**src/rtl/fml_burst_reader_pkg.sv**
```systemverilog
// Shared constants and state encoding for the FML burst reader.
package fml_burst_reader_pkg;

    localparam int unsigned FML_BURST_BEATS  = 4;
    localparam int unsigned FML_BURST_STRIDE = 16;

    typedef enum logic [1:0] {
        ST_IDLE  = 2'd0,
        ST_ISSUE = 2'd1,
        ST_DRAIN = 2'd2
    } state_t;

endpackage

```
**src/rtl/fml_burst_reader_fifo.sv**
```systemverilog
// Synchronous show-ahead FIFO; head word is visible whenever valid is high.
module fml_burst_reader_fifo #(
    parameter int unsigned width      = 32,
    parameter int unsigned depth_log2 = 4
) (
    input  logic                  sys_clk,
    input  logic                  sys_rst_n,
    input  logic                  push,
    input  logic [width-1:0]      din,
    input  logic                  pop,
    output logic [width-1:0]      dout,
    output logic                  valid,
    output logic [depth_log2:0]   count
);

    localparam int unsigned DEPTH = 1 << depth_log2;
    localparam logic [depth_log2:0] FULL = {1'b1, {depth_log2{1'b0}}};

    logic [width-1:0]      mem [DEPTH];
    logic [depth_log2-1:0] wr_ptr;
    logic [depth_log2-1:0] rd_ptr;
    logic [depth_log2:0]   level;
    logic                  do_push;
    logic                  do_pop;

    assign do_pop  = pop & (level != '0);
    // A push into a full FIFO is accepted only when the head leaves the same cycle.
    assign do_push = push & ((level != FULL) | do_pop);

    assign dout  = mem[rd_ptr];
    assign valid = (level != '0);
    assign count = level;

    always_ff @(posedge sys_clk) begin
        if (do_push) begin
            mem[wr_ptr] <= din;
        end
    end

    always_ff @(posedge sys_clk) begin
        if (!sys_rst_n) begin
            wr_ptr <= '0;
            rd_ptr <= '0;
            level  <= '0;
        end else begin
            if (do_push) begin
                wr_ptr <= wr_ptr + 1'b1;
            end
            if (do_pop) begin
                rd_ptr <= rd_ptr + 1'b1;
            end
            if (do_push && !do_pop) begin
                level <= level + 1'b1;
            end else if (!do_push && do_pop) begin
                level <= level - 1'b1;
            end
        end
    end

endmodule

```
**src/rtl/fml_burst_reader.sv**
```systemverilog
// FML read initiator: issues 4-beat bursts over a contiguous region and
// streams returned words through a credit-protected FIFO.
module fml_burst_reader
    import fml_burst_reader_pkg::*;
#(
    parameter int unsigned sdram_depth     = 25,
    parameter int unsigned fifo_depth_log2 = 4
) (
    input  logic                   sys_clk,
    input  logic                   sys_rst_n,
    input  logic                   start,
    input  logic [sdram_depth-1:0] base,
    input  logic [15:0]            count,
    output logic                   busy,
    output logic                   done,
    output logic [sdram_depth-1:0] fml_adr,
    output logic                   fml_stb,
    output logic                   fml_we,
    output logic [3:0]             fml_sel,
    output logic [31:0]            fml_do,
    input  logic                   fml_eack,
    input  logic                   fml_ack,
    input  logic [31:0]            fml_di,
    output logic [31:0]            out_data,
    output logic                   out_valid,
    input  logic                   out_ready
);

    localparam int unsigned CW = fifo_depth_log2 + 2;
    localparam logic [CW-1:0] DEPTH_W    = CW'(1 << fifo_depth_log2);
    localparam logic [CW-1:0] CREDIT_MIN = CW'(FML_BURST_BEATS);

    state_t                     state;
    state_t                     state_next;
    logic [sdram_depth-1:0]     adr_q;
    logic [15:0]                remaining;
    logic [fifo_depth_log2-1:0] outstanding;
    logic [1:0]                 beat_cnt;
    logic                       in_burst;
    logic [fifo_depth_log2:0]   fifo_count;
    logic [CW-1:0]              reserved;
    logic [CW-1:0]              credit;
    logic                       has_credit;
    logic                       eack_acc;
    logic                       ack_first;
    logic                       beat_write;
    logic                       burst_end;
    logic                       last_out;
    logic                       base_unused;

    assign base_unused = ^base[3:0];

    assign fml_we  = 1'b0;
    assign fml_sel = '1;
    assign fml_do  = '0;
    assign fml_adr = adr_q;
    assign busy    = (state != ST_IDLE);

    // Beats already written for the burst in progress sit in fifo_count, so
    // they are taken back out of the reservation held for outstanding bursts.
    assign reserved   = {outstanding, 2'b00} - {{fifo_depth_log2{1'b0}}, beat_cnt};
    assign credit     = DEPTH_W - {1'b0, fifo_count} - reserved;
    assign has_credit = (credit >= CREDIT_MIN);

    assign eack_acc   = fml_stb & fml_eack;
    assign ack_first  = fml_ack & ~in_burst & (outstanding != '0);
    assign beat_write = ack_first | in_burst;
    assign burst_end  = in_burst & (beat_cnt == 2'd3);
    assign last_out   = (outstanding == fifo_depth_log2'(1));

    always_ff @(posedge sys_clk) begin
        if (!sys_rst_n) begin
            state <= ST_IDLE;
        end else begin
            state <= state_next;
        end
    end

    always_comb begin
        state_next = state;
        fml_stb    = 1'b0;
        case (state)
            ST_IDLE: begin
                if (start && count != 16'd0) begin
                    state_next = ST_ISSUE;
                end
            end
            ST_ISSUE: begin
                fml_stb = (remaining != 16'd0) && has_credit;
                if (eack_acc && remaining == 16'd1) begin
                    state_next = ST_DRAIN;
                end
            end
            ST_DRAIN: begin
                if (burst_end && last_out) begin
                    state_next = ST_IDLE;
                end
            end
            default: state_next = ST_IDLE;
        endcase
    end

    always_ff @(posedge sys_clk) begin
        if (!sys_rst_n) begin
            adr_q       <= '0;
            remaining   <= '0;
            outstanding <= '0;
            beat_cnt    <= '0;
            in_burst    <= 1'b0;
            done        <= 1'b0;
        end else begin
            done <= 1'b0;

            if (state == ST_IDLE && start) begin
                adr_q     <= {base[sdram_depth-1:4], 4'b0000};
                remaining <= count;
                done      <= (count == 16'd0);
            end

            if (eack_acc) begin
                adr_q     <= adr_q + sdram_depth'(FML_BURST_STRIDE);
                remaining <= remaining - 16'd1;
            end

            case ({eack_acc, burst_end})
                2'b10:   outstanding <= outstanding + 1'b1;
                2'b01:   outstanding <= outstanding - 1'b1;
                default: outstanding <= outstanding;
            endcase

            // fml_ack marks only the first beat; the other three follow back to back.
            if (ack_first) begin
                in_burst <= 1'b1;
                beat_cnt <= 2'd1;
            end else if (in_burst) begin
                beat_cnt <= beat_cnt + 2'd1;
                if (beat_cnt == 2'd3) begin
                    in_burst <= 1'b0;
                end
            end

            if (state == ST_DRAIN && burst_end && last_out) begin
                done <= 1'b1;
            end
        end
    end

    fml_burst_reader_fifo #(
        .width      (32),
        .depth_log2 (fifo_depth_log2)
    ) u_fifo (
        .sys_clk   (sys_clk),
        .sys_rst_n (sys_rst_n),
        .push      (beat_write),
        .din       (fml_di),
        .pop       (out_valid & out_ready),
        .dout      (out_data),
        .valid     (out_valid),
        .count     (fifo_count)
    );

endmodule

```
**config.mk**
```make
export PLATFORM = sky130hd
export DESIGN_NAME = fml_burst_reader
export DESIGN_NICKNAME = d
export VERILOG_FILES = /design/src/rtl/fml_burst_reader_pkg.sv /design/src/rtl/fml_burst_reader_fifo.sv /design/src/rtl/fml_burst_reader.sv
export SDC_FILE = /design/constraint.sdc
export NUM_CORES = 1
export LEC_CHECK = 0
export ABC_CLOCK_PERIOD_IN_PS = 5900
export CAP_MARGIN = 20
export CORE_UTILIZATION = 55
export DETAILED_ROUTE_END_ITERATION = 6
export DONT_BUFFER_PORTS = 1
export PLACE_DENSITY_LB_ADDON = 0.05
export REMOVE_ABC_BUFFERS = 1
export SETUP_SLACK_MARGIN = 0.5
export SLEW_MARGIN = 20
export SYNTH_ARGS = -nofsm -noshare
export SYNTH_HDL_FRONTEND = slang
export SYNTH_SLANG_ARGS = --single-unit
```
**constraint.sdc**
```tcl
create_clock -name sys_clk -period 5.9 [get_ports sys_clk]
set_input_delay 0.295 -clock sys_clk [delete_from_list [all_inputs] [get_ports sys_clk]]
set_output_delay 0.295 -clock sys_clk [all_outputs]
set_load 0.005 [all_outputs]
```
Word-level counts from Yosys, hierarchy flattened:

Memories as Yosys holds them, arrays and structs flattened. A register that Yosys moved wholly into a read port is not among the register bits.
Cells that the tools add are included.

* flip-flop bits (word level): 64
* bits in writable memories: 512
* logic and storage cells: 94
* memories kept: 1

* add/subtract/negate cells: 12
* magnitude comparators: 1
* equality and inequality tests: 11
* multiplexer cells: 23
* bitwise operators: 11
* reductions and logical operators: 24

Memories
* u_fifo.mem: depth 16, bits a word 32, read ports 1, clocked after memory_dff 1, write ports 1, RTL line fml_burst_reader_fifo.sv:19 `logic [width-1:0] mem [DEPTH];`

Operators by type and width (count)
* 2-to-1 mux 25 bit: 2
* 2-to-1 mux 16 bit: 2
* nonzero test 16 bit: 2
* adder 25 x 5 -> 25 bit (second input constant): 1
* == test 16 x 1 -> 1 bit (second input constant): 1
* zero test 16 bit: 1
* subtractor 16 x 1 -> 16 bit (second input constant): 1
* adder 4 x 1 -> 4 bit (second input constant): 3
* 2-to-1 mux 1 bit: 10
* 2-to-1 mux 5 bit: 2
* nonzero test 2 bit: 5
* logical AND 1 bit: 9
* 2-to-1 mux 4 bit: 2
* case mux 4 bit (2 select lines): 1
* AND 1 bit: 7
* == test 2 bit (second input constant): 3
* greater-or-equal comparator 6 x 3 -> 1 bit (second input constant): 1
* 2-to-1 mux 2 bit: 3
* inequality test 2 bit (second input constant): 3
* case mux 2 bit (3 select lines): 1
* subtractor 5 x 5 -> 6 bit (first input constant): 1
* subtractor 6 x 2 -> 6 bit: 1
* subtractor 6 bit: 1
* adder 5 x 1 -> 5 bit (second input constant): 1
* 14 further kinds: 18

Logic depth before layout (Yosys ltp):

* word-level depth: 9
* depth in mapped cells: 17

Cells and area by module:

Synthesis repeated with hierarchy kept, for this count alone.

* cell total of the unflattened synthesis: 1326
* area total of the unflattened synthesis: 23502.5 um2

Modules (own cells, without submodules)
* fml_burst_reader_fifo: instances 1, cells each 892, area an instance 20044.2 um2, sequential area each 15715.1 um2
* fml_burst_reader: instances 1, cells each 434, area an instance 3458.3 um2, sequential area each 940.9 um2

Worst setup path before layout:

OpenSTA, ideal clock, no wires.

* kind: reg2reg
* start: register u_fifo.level[0], in the netlist u_fifo.count[0]
* end: register outstanding[3]
* setup time: 0.128 ns
* arrival: 3.345 ns
* data required time: 5.772 ns
* slack: 2.427 ns
* cell stages (with the launch flop): 17
* period minus slack after synthesis: 3.473 ns
* path through: dfxtp_1 -> ha_1 -> inv_1 -> ha_1 -> a211o_1 -> a31o_2 -> xnor2_2 -> o211a_1 -> buf_6 -> inv_8 -> buf_8 -> buf_6 -> ha_1 -> or4b_2 -> a21oi_1 -> xnor2_1 -> nor2_1

* word-level cells in the longest chain between the ends: 8
* elaborated cells on any way between the ends: 10
* those cells by class: add/sub: 2; order compare: 1; eq/ne: 2; mux: 2; bitwise: 1; reduce/logical: 2

Ends and longest elaborated chain
* from (decl): RTL line fml_burst_reader_fifo.sv:22 `logic [depth_log2:0] level;`
* from (signal assigned): RTL line fml_burst_reader_fifo.sv:53 `level <= level + 1'b1;`
* from (signal assigned): RTL line fml_burst_reader_fifo.sv:55 `level <= level - 1'b1;`
* subtractor 5 x 5 -> 6 bit (*): RTL line fml_burst_reader.sv:62 `assign credit = DEPTH_W - {1'b0, fifo_count} - reserved;`
* subtractor 6 bit (*): RTL line fml_burst_reader.sv:62
* greater-or-equal comparator 6 x 3 -> 1 bit (*): RTL line fml_burst_reader.sv:63 `assign has_credit = (credit >= CREDIT_MIN);`
* logical AND 1 bit (*): RTL line fml_burst_reader.sv:89 `fml_stb = (remaining != 16'd0) && has_credit;`
* 2-to-1 mux 1 bit (*): RTL line fml_burst_reader.sv:82 `case (state)`
* AND 1 bit (*): RTL line fml_burst_reader.sv:65 `assign eack_acc = fml_stb & fml_eack;`
* == test 2 x 1 -> 1 bit or == test 2 bit (tied branches): RTL line fml_burst_reader.sv:125 `case ({eack_acc, burst_end})`
* case mux 4 bit (2 select lines) or nonzero test 2 bit (tied branches)
* to (signal assigned): RTL line fml_burst_reader.sv:126 `2'b10: outstanding <= outstanding + 1'b1;`
* to (signal assigned): RTL line fml_burst_reader.sv:127 `2'b01: outstanding <= outstanding - 1'b1;`
* to (signal assigned): RTL line fml_burst_reader.sv:128 `default: outstanding <= outstanding;`
* to (decl): RTL line fml_burst_reader.sv:37 `logic [fifo_depth_log2-1:0] outstanding;`

Mark *: on every way between the ends. The rest lies on a longest branch, timed or not.
A chain may end at the register's enable or synchronous reset.

Worst setup path in the final report:

Same ends and word-level chain as after synthesis.

==> summary.txt <==
Worst setup path
  • Crit. End Element: flop
  • CP Class: flop to flop
  • Crit path launch type: flop
  • Critical path peak fanout: 53
  • WP data required: 6.36 ns
  • CP arrival: 4.36 ns

Power and ir drop
  • Clk pwr share: 0.337
  • Pwr Density: 383 mW/mm2
  • Sequential share of power: 0.474
  • Leakage: 0.00822 uW
  • Switch share: 0.252
  • Internal power: 7510 uW
  • Maximum VDD drop: 278 uV
  • Net Switching: about 2500 uW
  • Tot Pwr: 10000 uW
  • Combinational share of power: 0.189

Die
  • Top-level I/O count: 177
  • Num rows: 75
  • Die Height: 208 um
  • Core area: 0.0419 mm2
  • Die area: about 0.043 mm2
  • Die X: 208 um
  • Starting density of the core: 0.557

Final layout
  • Layout cell share with drive strength beyond 1: 0.212
  • Multi-input gate area: 0.00614 mm2
  • Fill count: a little under 3000
  • Util after Layout: 0.626
  • FF/Latch Area: 0.0167 mm2
  • Area Growth Syn to Fin: 12.4%
  • Nets: 1414

CTS
  • Root Driver: clkbuf_16
  • Post-CTS setup buffers: 0
  • Latest clock arrival within the worst-skew pair: 0.61 ns
  • Maximum clock path buffer count: 3
  • Num Clock Sinks: around 580
  • Reg clk slew, reported paths: approximately 0.060 ns
  • CTS tree: done
  • Cts bufs inserted: 58
  • H-Tree Depth: 2

Yosys
  • Syn_area_per_cell: 19.2 um2
  • Cell Area, Synth: 0.0233 mm2
  • Top FF cell, synth: edfxtp_1
  • Ys Warns: 0
  • Mapped Cells: approximately 1200
  • EDFF count, synth: 512
  • Netlist cell types: 66
  • Async set-reset flop share out of synthesis: 0
  • Post-synthesis sequential area ratio: 0.714
  • Yosys reg bits: 576

GRT
  • First-pass GRT wire length: about 74000 um
  • Gr usage total: 0.230
  • Grt ovf: 0
  • Initial antenna violation count: 2
  • Largest net degree at the start of global routing: 99
  • Vias in the first global route: ~12000

Drt
  • Pre-antenna DRT Iters: 5
  • DR WL/cell: 25.8 um
  • Met3 WL: 2950 um
  • Vias per cell: 6.16
  • DRC: 0
  • Met2 WL: 24600 um
  • Drt first-iter violations: 822
  • Total wire length: 48700 um
  • DR vias: between 10000 and 15000
  • Top sig layer: met5
  • Met1 WL: roughly 20000 um
  • Routed Antenna Nets: 0

STA
  • Max Fclk: 256 MHz
  • Clock Skew: 0.0248 ns
  • Final Max Slew Viols: 0
  • Tmin final: 3.90 ns
  • Final setup viols: 0
  • Slew Limit Headroom: 0.333
  • Final hold violations: 0
  • Period utilisation layout: 0.661
  • Unrepaired setup endpoints after global routing: false
  • Total Neg Setup Slack: 0 ns
  • Least-Margin Pin Slew: 0.999 ns

Run status
  • Status: finished, final reports clean

Hold path
  • Worst hold path type: input port to flop

Job
  • Max Cap Violations: 0

Placed design
  • HPWL after detailed placement: 25600 um
  • GP Congestion: ~0.8
  • PortBufs: 0
## registers in the layout (all words and copies together) (netlist names), named ones only
name,flops
u_fifo.rd_ptr,4
state,2
fml_adr,21
done,1
in_burst,1
u_fifo.mem,512
beat_cnt,2
remaining,16
u_fifo.wr_ptr,4
outstanding,4
u_fifo.count,5
## what timing repair did
| item | in CTS | in global routing |
|---|---|---|
| hold endpoints to repair | 553 | 0 |
| resized for setup | 0 | 0 |
| hold buffers | 72 | 0 |
## worst max-delay path: stages (launching register included)
cell and delay, ns:
dfxtp_1 0.46, ha_1 0.20, inv_1 0.06, ha_1 0.27, a211o_1 0.32, a31o_2 0.27
xnor2_2 0.14, o211a_1 0.21, buf_4 0.25, inv_8 0.28, ha_1 0.29, or4b_2 0.60
a21oi_1 0.19, xnor2_1 0.14, nor2_1 0.05
## power by group through the flow
stage | combinational [uW] | clock, uW | sequential, uW
floorplan | 1510 | 0 | 4970
detailed placement | 1850 | 0 | 4850
global route | 2060 | 3620 | 4790
CTS | 1940 | 3460 | 4770
finish | 1900 | 3390 | 4760
global placement | 1830 | 0 | 4850
## cell usage after synthesis (3+ instances only)
master | n | share of area
clkbuf_1 | 40 | 0.0064
ha_1 | 25 | 0.013
or2_2 | 3 | 0.00081
a21oi_1 | 19 | 0.0041
or3_1 | 17 | 0.0046
buf_4 | 42 | 0.014
mux4_2 | 160 | 0.15
o311ai_0 | 8 | 0.0030
and3_1 | 4 | 0.0011
buf_1 | 8 | 0.0013
and2_1 | 19 | 0.0051
o21a_1 | 4 | 0.0013
mux2i_1 | 4 | 0.0017
nor4_1 | 9 | 0.0024
a211oi_1 | 3 | 0.00097
buf_6 | 4 | 0.0019
nor3_1 | 9 | 0.0019
nor2_1 | 37 | 0.0060
nand3_1 | 28 | 0.0060
nand2_1 | 33 | 0.0053
o21ai_0 | 6 | 0.0013
a21o_1 | 4 | 0.0013
a31oi_1 | 27 | 0.0072
xor2_1 | 11 | 0.0041
nand4_1 | 9 | 0.0024
a22oi_1 | 6 | 0.0019
or4_1 | 6 | 0.0019
o211ai_1 | 7 | 0.0023
buf_2 | 7 | 0.0015
inv_1 | 21 | 0.0034
a32oi_1 | 14 | 0.0053
dfxtp_1 | 64 | 0.055
xnor2_1 | 3 | 0.0011
edfxtp_1 | 512 | 0.66
## placed cells by master, fill, tap and decap left out, types with 4 or more instances in the layout
| cell | count |
|---|---|
| edfxtp_1 | 512 |
| mux4_2 | 160 |
| dlygate4sd3_1 | 72 |
| dfxtp_1 | 60 |
| clkbuf_16 | 59 |
| conb_1 | 41 |
| nor2_1 | 37 |
| nand2_1 | 33 |
| nand3_1 | 28 |
| a31oi_1 | 27 |
| ha_1 | 25 |
| clkbuf_1 | 23 |
| buf_4 | 23 |
| inv_1 | 21 |
| a21oi_1 | 19 |
| or3_1 | 17 |
| and2_2 | 16 |
| a32oi_1 | 14 |
| xor2_1 | 11 |
| clkinv_1 | 10 |
| nor4_1 | 9 |
| nor3_1 | 9 |
| nand4_1 | 9 |
| o311ai_0 | 8 |
| o211ai_1 | 7 |
| or4_1 | 6 |
| a22oi_1 | 6 |
| o21ai_0 | 6 |
| clkinv_2 | 6 |
| and3_1 | 4 |
| a21o_1 | 4 |
| o21a_1 | 4 |
| and2_1 | 4 |
| mux2i_1 | 4 |
## cell families (layout without fill, tap and decap cells)
group                    count (synthesis)  in the layout  synth area share
flip-flops                             576            576             0.714
AND/OR/NAND/NOR                        192            192            0.0441
multiplexers                           164            164             0.156
buffers and inverters                  125            222            0.0294
AO/OA/AOI/OAI                          114            114            0.0345
adder cells (fa/ha/maj)                 27             27            0.0151
XOR/XNOR                                15             15           0.00596
other                                    2             42          0.000322
## final timing paths
path / cells after the start / startpoint / end / slack [ns]
hold reg to reg: 2 / u_fifo.rd_ptr[3] / u_fifo.rd_ptr[3] / 0.50
setup / recovery: 14 / u_fifo.count[0] / outstanding[3] / 2.00
setup reg to reg: 14 / u_fifo.count[0] / outstanding[3] / 2.00
hold / removal: 4 / count[15] / state[0] / 0.03
## metrics by stage
stage	hold slack (ns)	cell area [um2]	std cells	setup WS [ns]
5_1_grt	0.0403	26200	1891	1.74
2_1_floorplan	0.394	22900	1152	-0.823
3_3_place_gp	0.394	23800	1715	2.04
3_5_place_dp	0.394	23800	1715	2.01
6_report	0.0317	26200	1891	2.00
4_1_cts	0.00105	26200	1890	1.99
## cell type report
cell class,count,share of cell area
flip-flops and latches,576,0.636
multi-input cells,553,0.234
clock buffers,83,0.0601
repair buffers,96,0.0348
well taps,539,0.0257
clock inverters,20,0.00549
inverters,23,0.00358
diodes,1,0.0000955
## layer usage
layer | up-vias | track usage
met5 | - | 0
met4 | 2 | 0.0554
met3 | 62 | 0.0498
met2 | 366 | 0.384
met1 | 6112 | 0.312
li1 | 5116 | -
Note: power is estimated with default switching activity, not from simulation.
